File: src/rtl/game_pkg.sv
// Shared game-level definitions: game-state codes, screen geometry and the
// lane scheduler state encoding.
package game_pkg;

    localparam logic [1:0] GS_MENU  = 2'b00;
    localparam logic [1:0] GS_PLAY  = 2'b01;
    localparam logic [1:0] GS_PAUSE = 2'b10;
    localparam logic [1:0] GS_OVER  = 2'b11;

    localparam int SCREEN_WIDTH = 640;

    typedef enum logic [1:0] {
        IDLE     = 2'd0,
        CONFIG   = 2'd1,
        RUN      = 2'd2,
        LEVEL_UP = 2'd3
    } sched_state_t;

    // Fold a 10-bit random value onto the visible screen width.
    function automatic logic [9:0] wrap_spawn_x(input logic [9:0] r);
        logic [9:0] w;
        if (r < 10'(SCREEN_WIDTH)) begin
            w = r;
        end else begin
            w = r - 10'(SCREEN_WIDTH);
        end
        return w;
    endfunction

endpackage

File: src/rtl/lfsr16.sv
// 16-bit Galois LFSR (taps 0xB400), seeded with 0xACE1 on reset.
module lfsr16 (
    input  logic        CLOCK_50,
    input  logic        reset,
    input  logic        en,
    output logic [15:0] q
);

    logic [15:0] q_r;

    // Shift register; the feedback bit is XORed into the tap positions.
    always_ff @(posedge CLOCK_50) begin
        if (reset) begin
            q_r <= 16'hACE1;
        end else if (en) begin
            q_r <= {1'b0, q_r[15:1]} ^ (q_r[0] ? 16'hB400 : 16'h0000);
        end else begin
            q_r <= q_r;
        end
    end

    assign q = q_r;

endmodule

File: src/rtl/obstacle_lane_scheduler.sv
// Configures obstacle lanes (spawn point, speed, direction), activates them on
// a frame schedule and raises the difficulty level.
module obstacle_lane_scheduler
    import game_pkg::*;
#(
    parameter int NUM_LANES      = 8,
    parameter int TOP_Y          = 64,
    parameter int LANE_HEIGHT    = 32,
    parameter int SPAWN_INTERVAL = 30,
    parameter int LEVEL_FRAMES   = 600,
    parameter int BASE_SPEED     = 1,
    parameter int MAX_SPEED      = 12
) (
    input  logic                    CLOCK_50,
    input  logic                    reset,
    input  logic [1:0]              gameState,
    input  logic                    frame_start,
    input  logic                    level_up_req,
    output logic [NUM_LANES*10-1:0] spawnX,
    output logic [NUM_LANES*9-1:0]  spawnY,
    output logic [NUM_LANES*4-1:0]  speed,
    output logic [NUM_LANES-1:0]    direction,
    output logic [NUM_LANES-1:0]    active,
    output logic [NUM_LANES-1:0]    obstacle_reset,
    output logic [3:0]              level
);

    localparam int KW = (NUM_LANES > 1) ? $clog2(NUM_LANES) : 1;
    localparam int SW = $clog2(SPAWN_INTERVAL + 1);
    localparam int LW = $clog2(LEVEL_FRAMES + 1);
    localparam logic [KW-1:0]        LAST_LANE  = KW'(NUM_LANES - 1);
    localparam logic [SW-1:0]        SPAWN_WRAP = SW'(SPAWN_INTERVAL - 1);
    localparam logic [LW-1:0]        LEVEL_WRAP = LW'(LEVEL_FRAMES - 1);
    localparam logic [NUM_LANES-1:0] LANE_ONE   = NUM_LANES'(1);

    sched_state_t           state_r, state_s;
    logic [KW-1:0]          k_r, k_s;
    logic [SW-1:0]          spawn_cnt_r, spawn_cnt_s;
    logic [LW-1:0]          lvl_cnt_r, lvl_cnt_s;
    logic [3:0]             level_r, level_s;
    logic                   pend_lvl_r, pend_lvl_s;
    logic [NUM_LANES-1:0]   reload_pend_r, reload_pend_s;
    logic [NUM_LANES*10-1:0] spawn_x_r, spawn_x_s;
    logic [NUM_LANES*9-1:0] spawn_y_r, spawn_y_s;
    logic [NUM_LANES*4-1:0] speed_r, speed_s;
    logic [NUM_LANES-1:0]   direction_r, direction_s;
    logic [NUM_LANES-1:0]   active_r, active_s;
    logic [NUM_LANES-1:0]   obstacle_reset_r, obstacle_reset_s;

    logic [15:0]            lfsr_q_s;
    logic                   unused_lfsr_s;
    logic                   frozen_s;
    logic                   lvl_wrap_s;
    logic [NUM_LANES-1:0]   first_free_s;
    logic [9:0]             lane_x_s;
    logic [8:0]             lane_y_s;
    logic [4:0]             raw_speed_s;
    logic [3:0]             lane_speed_s;

    lfsr16 u_lfsr (
        .CLOCK_50 (CLOCK_50),
        .reset    (reset),
        .en       (1'b1),
        .q        (lfsr_q_s)
    );

    assign unused_lfsr_s = ^lfsr_q_s[15:10];

    // Per-lane values for the lane currently being configured.
    assign lane_x_s     = wrap_spawn_x(lfsr_q_s[9:0]);
    assign lane_y_s     = 9'(TOP_Y + LANE_HEIGHT * int'(k_r));
    assign raw_speed_s  = 5'(BASE_SPEED) + {1'b0, level_r} + 5'(int'(k_r) % 3);
    assign lane_speed_s = (raw_speed_s > 5'(MAX_SPEED)) ? 4'(MAX_SPEED) : raw_speed_s[3:0];
    // Lanes only ever switch on in index order, so the lowest zero bit is the next lane.
    assign first_free_s = ~active_r & (active_r + LANE_ONE);
    assign frozen_s     = (state_r != IDLE) && ((gameState == GS_PAUSE) || (gameState == GS_OVER));

    // Next-state and next-output logic for the scheduler.
    always_comb begin
        state_s          = state_r;
        k_s              = k_r;
        spawn_cnt_s      = spawn_cnt_r;
        lvl_cnt_s        = lvl_cnt_r;
        level_s          = level_r;
        pend_lvl_s       = pend_lvl_r;
        reload_pend_s    = '0;
        spawn_x_s        = spawn_x_r;
        spawn_y_s        = spawn_y_r;
        speed_s          = speed_r;
        direction_s      = direction_r;
        active_s         = active_r;
        obstacle_reset_s = reload_pend_r;
        lvl_wrap_s       = 1'b0;

        if (frozen_s) begin
            // Hold the due reload so it fires once play resumes.
            reload_pend_s    = reload_pend_r;
            obstacle_reset_s = '0;
        end else if ((state_r != IDLE) && (gameState == GS_MENU)) begin
            state_s    = IDLE;
            active_s   = '0;
            level_s    = 4'd0;
            pend_lvl_s = 1'b0;
        end else begin
            case (state_r)
                IDLE: begin
                    active_s = '0;
                    if (gameState == GS_PLAY) begin
                        state_s = CONFIG;
                        k_s     = '0;
                    end else begin
                        state_s = IDLE;
                    end
                end
                CONFIG: begin
                    spawn_x_s[int'(k_r)*10 +: 10] = lane_x_s;
                    spawn_y_s[int'(k_r)*9 +: 9]   = lane_y_s;
                    speed_s[int'(k_r)*4 +: 4]     = lane_speed_s;
                    direction_s[k_r]              = k_r[0];
                    active_s[k_r]                 = 1'b0;
                    reload_pend_s[k_r]            = 1'b1;
                    pend_lvl_s                    = pend_lvl_r | level_up_req;
                    if (k_r == LAST_LANE) begin
                        state_s     = RUN;
                        spawn_cnt_s = '0;
                        lvl_cnt_s   = '0;
                    end else begin
                        k_s = k_r + KW'(1);
                    end
                end
                RUN: begin
                    if (frame_start) begin
                        if ((spawn_cnt_r == SPAWN_WRAP) || (active_r == '0)) begin
                            spawn_cnt_s = '0;
                            active_s    = active_r | first_free_s;
                        end else begin
                            spawn_cnt_s = spawn_cnt_r + SW'(1);
                        end
                        if (lvl_cnt_r == LEVEL_WRAP) begin
                            lvl_cnt_s  = '0;
                            lvl_wrap_s = 1'b1;
                        end else begin
                            lvl_cnt_s = lvl_cnt_r + LW'(1);
                        end
                    end else begin
                        spawn_cnt_s = spawn_cnt_r;
                    end
                    if (level_up_req || pend_lvl_r || lvl_wrap_s) begin
                        state_s = LEVEL_UP;
                    end else begin
                        state_s = RUN;
                    end
                end
                LEVEL_UP: begin
                    level_s    = (level_r == 4'd15) ? 4'd15 : level_r + 4'd1;
                    pend_lvl_s = level_up_req;
                    active_s   = '0;
                    state_s    = CONFIG;
                    k_s        = '0;
                end
                default: begin
                    state_s = IDLE;
                end
            endcase
        end
    end

    // State, counter and output registers with synchronous reset.
    always_ff @(posedge CLOCK_50) begin
        if (reset) begin
            state_r          <= IDLE;
            k_r              <= '0;
            spawn_cnt_r      <= '0;
            lvl_cnt_r        <= '0;
            level_r          <= 4'd0;
            pend_lvl_r       <= 1'b0;
            reload_pend_r    <= '0;
            spawn_x_r        <= '0;
            spawn_y_r        <= '0;
            speed_r          <= '0;
            direction_r      <= '0;
            active_r         <= '0;
            obstacle_reset_r <= '0;
        end else begin
            state_r          <= state_s;
            k_r              <= k_s;
            spawn_cnt_r      <= spawn_cnt_s;
            lvl_cnt_r        <= lvl_cnt_s;
            level_r          <= level_s;
            pend_lvl_r       <= pend_lvl_s;
            reload_pend_r    <= reload_pend_s;
            spawn_x_r        <= spawn_x_s;
            spawn_y_r        <= spawn_y_s;
            speed_r          <= speed_s;
            direction_r      <= direction_s;
            active_r         <= active_s;
            obstacle_reset_r <= obstacle_reset_s;
        end
    end

    assign spawnX         = spawn_x_r;
    assign spawnY         = spawn_y_r;
    assign speed          = speed_r;
    assign direction      = direction_r;
    assign active         = active_r;
    assign obstacle_reset = obstacle_reset_r;
    assign level          = level_r;

endmodule

File: config.mk
export PLATFORM = sky130hd
export DESIGN_NAME = obstacle_lane_scheduler
export DESIGN_NICKNAME = d
export VERILOG_FILES = /design/src/rtl/game_pkg.sv /design/src/rtl/lfsr16.sv /design/src/rtl/obstacle_lane_scheduler.sv
export SDC_FILE = /design/constraint.sdc
export NUM_CORES = 1
export LEC_CHECK = 0
export CAP_MARGIN = 40
export CORE_MARGIN = 4
export CORE_UTILIZATION = 35
export DETAILED_ROUTE_END_ITERATION = 8
export GPL_ROUTABILITY_DRIVEN = 0
export PLACE_DENSITY_LB_ADDON = 0.1
export SLEW_MARGIN = 20
export SYNTH_ARGS = -nofsm -noshare
export SYNTH_HDL_FRONTEND = slang
export SYNTH_SLANG_ARGS = --single-unit
export TNS_END_PERCENT = 100
File: constraint.sdc
create_clock -name CLOCK_50 -period 4.5 [get_ports CLOCK_50]
set_input_delay 0.9 -clock CLOCK_50 [delete_from_list [all_inputs] [get_ports CLOCK_50]]
set_output_delay 0.9 -clock CLOCK_50 [all_outputs]
set_load 0.01 [all_outputs]
==> metrics.yaml <==
floorplanning:
  rows: 63
  die_h_um: 182.0
  dieArea_mm2: 0.03311
  die_w_um: 182.0
  core_mm2: 0.02972
  start_util: 0.3565
  ios: 218
sta:
  worst_clock_skew_ns: 0.006862
  hold_violations: 0
  drv_slew: 0
  tns_ns: 0
  fin_crit_ns: 3.977
  max_freq_ghz: 0.2515
  max-slew-margin-rel: 0.4408
  final.period_utilization: 0.8837
  worstMarginPinSlew_ns: 0.8379
  rsz0062_at_grt: "no"
  setup-violations-final: 0
power:
  p_clk_frac: 0.455
  powerDensity_mw_per_mm2: 315.0
  comb_power_share: 0.084
  ir_worst_vdd_mv: 0.1997
  leakagePower_nw: 5.028
  swShare: 0.2531
  p_int_mw: 3.159
  netSwitchingPower_mw: 1.070
  seqPwrFrac: 0.461
clocking:
  cts_buffers: 25
  clk_pin_slew_ns: 0.06
  insertion_delay_ns: 0.52
  clock-sinks: 215
  ctsHoldBuffers: 0
  cts-root-buf: "clkbuf_16"
  post_cts.repair.setup_buffers: 0
  cts_buffer_depth: 3
  cts_tree: "built"
  htreeDepth: 1
  ctsResizeCount: 0
job:
  maxCapViolations: 0
cells_and_area:
  fillers: 2947
  diodes: 0
  multi_input_area_mm2: 0.005736
  seq_area_mm2: 0.004305
  stdcell_area_mm2: 0.01342
  final_util: 0.4517
  synthToLayoutAreaGrowth_pct: 26.72
  drive_gt1_frac: 0.07943
  nets: 1432
logic_synthesis:
  ys_seq_area_frac: 0.4063
  async_flop_share: 0
  ys_top_cells_by_count: "215 x dfxtp_1, 168 x nor2_1, 81 x nand2_1"
  synth_top_area_frac: 0.4063
  syn_avg_cell_area_um2: 8.641
  synthCells: 1226
  yosysTopAreaCell: "dfxtp_1"
  synth.ff_latch_count: 215
  yosysWarnings: 0
  synth.area.top_cells: "dfxtp_1 41%, mux2i_1 7.0%, nor2_1 6.0%"
  synth_cell_types: 85
  synth_area_mm2: 0.01059
  synth_enable_flop_cells: 0
  synthFlopType: "dfxtp_1"
  synth.most_common_cell: "dfxtp_1"
global_routing:
  first_global_vias: 9012
  grt_use_total: 0.1954
  antenna_found_initial: 1
  grt_max_degree: 82
  grt.overflow.total: 0
  grt_pass1_wl_um: 52840
critical_path:
  crit_buf_inv: 0
  reg2reg_from: "k_r[1]"
  end_kind: "flop"
  crit_top_cell: "a21oi_1"
  worstSetupPathType: "reg -> reg"
  r2r_end: "speed[12]"
  critPathTopFamily: "compound AO/OA/AOI/OAI gates"
  r2r_cells: 13
  rrSetupSlack_ns: 0.52
  cp-start-kind: "flop"
  worstPathRequired_ns: 4.93
  critPathMaxStageDelay_ns: 0.60
  path_cells: "ha_1 > a21oi_1 > xnor2_1 > ha_1 > a21oi_1 > mux2_2 > fa_1 > a21o_1 > a21oi_1 > xnor2_1 > o31a_1 > nand3b_1 > o31ai_1"
  crit_fanout: 12
  crit_path_top_delay_cell: "dfxtp_1"
  crit_arrival_ns: 4.40
routing:
  wl_um: 34160
  via_count: 9553
  dr.pass1.iters: 6
  avgViaCountPerCell: 5.307
  wl_per_cell_um: 18.98
  drc: 0
  detail-route-antenna-nets: 0
  drt-initial-drc-count: 801
hold_path:
  whs_path_depth: 1
  min_path_type: "reg -> reg"
  holdPathEnd: "u_lfsr.q[11]"
  hp-start: "u_lfsr.q[12]"
place:
  post_dp_cell_area_mm2: 0.01261
  hpwlAfterDp_um: 25160
  io_buffers: 177
outcome:
  status: "finished clean"
## per-stage QoR
stage | worst slack [ns] | hold slack, ns | instances | power, mW
finish | 0.5234 | 0.4104 | 1800 | 4.229
global route | 0.2558 | 0.4495 | 1800 | 4.395
CTS | 0.5375 | 0.4114 | 1798 | 4.278
detailed placement | 0.5508 | 0.3932 | 1752 | 2.337
global placement | 0.6904 | 0.3948 | 1751 | 2.337
floorplan | 0.6187 | 0.3895 | 1265 | 2.251
## worst max path at each step
stage                       from         to  slack [ns]  cells after the start
after floorplan           k_r[0]  speed[13]        0.62                     16
after global placement    k_r[1]  speed[13]        0.69                     13
after detailed placement  k_r[1]  speed[12]        0.55                     13
after CTS                 k_r[1]  speed[12]        0.54                     13
after global routing      k_r[1]  speed[12]        0.26                     13
final                     k_r[1]  speed[12]        0.52                     13
## state kept, by name, summed over array words and instances, names as in the netlist
signal and cells:
spawnX 80, obstacle_reset 8, spawnY 30, spawn_cnt_r 5, direction 8, state_r 2, lvl_cnt_r 10, k_r 3
pend_lvl_r 1, level 4, reload_pend_r 8, active 8, u_lfsr.q 16, speed 32
## layer usage
layer / track usage / wire (um) / vias up
met3: 0.04367 / 2751 / 51
met1: 0.2813 / 16110 / 4497
met5: 0 / 0 / -
met4: 0.05044 / 816 / 0
met2: 0.2960 / 14480 / 360
li1: - / - / 4645
## placed cells by master (no fill, tap or decap), types with 6 or more instances in the layout
cell type,n
a211oi_1,6
a21o_1,6
a21oi_1,66
a22oi_1,18
a31oi_1,14
and2_1,7
and3_1,24
buf_4,28
clkbuf_16,25
clkbuf_8,6
clkdlybuf4s50_1,176
clkinv_2,9
conb_1,40
dfxtp_1,214
ha_1,34
inv_1,30
mux2_2,8
mux2i_1,74
nand2_1,81
nand2b_1,12
nand3_1,59
nand3b_1,6
nand4_1,21
nor2_1,168
nor2b_1,19
nor3_1,51
nor3b_1,6
o211a_1,8
o21ai_0,19
o22ai_1,20
o31ai_1,18
or3_1,10
xnor2_1,14
xor2_1,10
## cell families after synthesis
family                   Yosys count  share of synthesized area
AO/OA/AOI/OAI                    239                     0.1576
XOR/XNOR                          24                    0.01984
adder cells (fa/ha/maj)           35                    0.04205
buffers and inverters            137                    0.06661
flip-flops                       215                     0.4063
multiplexers                      82                    0.07842
other                              1                  0.0003540
AND/OR/NAND/NOR                  493                     0.2289
## area by class of cell
type	count	share of cell area
clock inverters	11	0.004660
multi-input cells	913	0.4273
clock buffers	35	0.05387
inverters	30	0.008388
well taps	390	0.03635
flip-flops and latches	215	0.3207
repair buffers	206	0.1488
## power groups by stage
stage | Sequential (mW) | Clock (mW) | Combinational [mW]
after floorplan | 1.99 | 0 | 0.266
after global placement | 1.99 | 0 | 0.346
after detailed placement | 1.99 | 0 | 0.347
after CTS | 1.95 | 1.98 | 0.348
after global routing | 1.95 | 2.06 | 0.388
final | 1.95 | 1.93 | 0.354
Note: power is estimated with default switching activity, not from simulation.
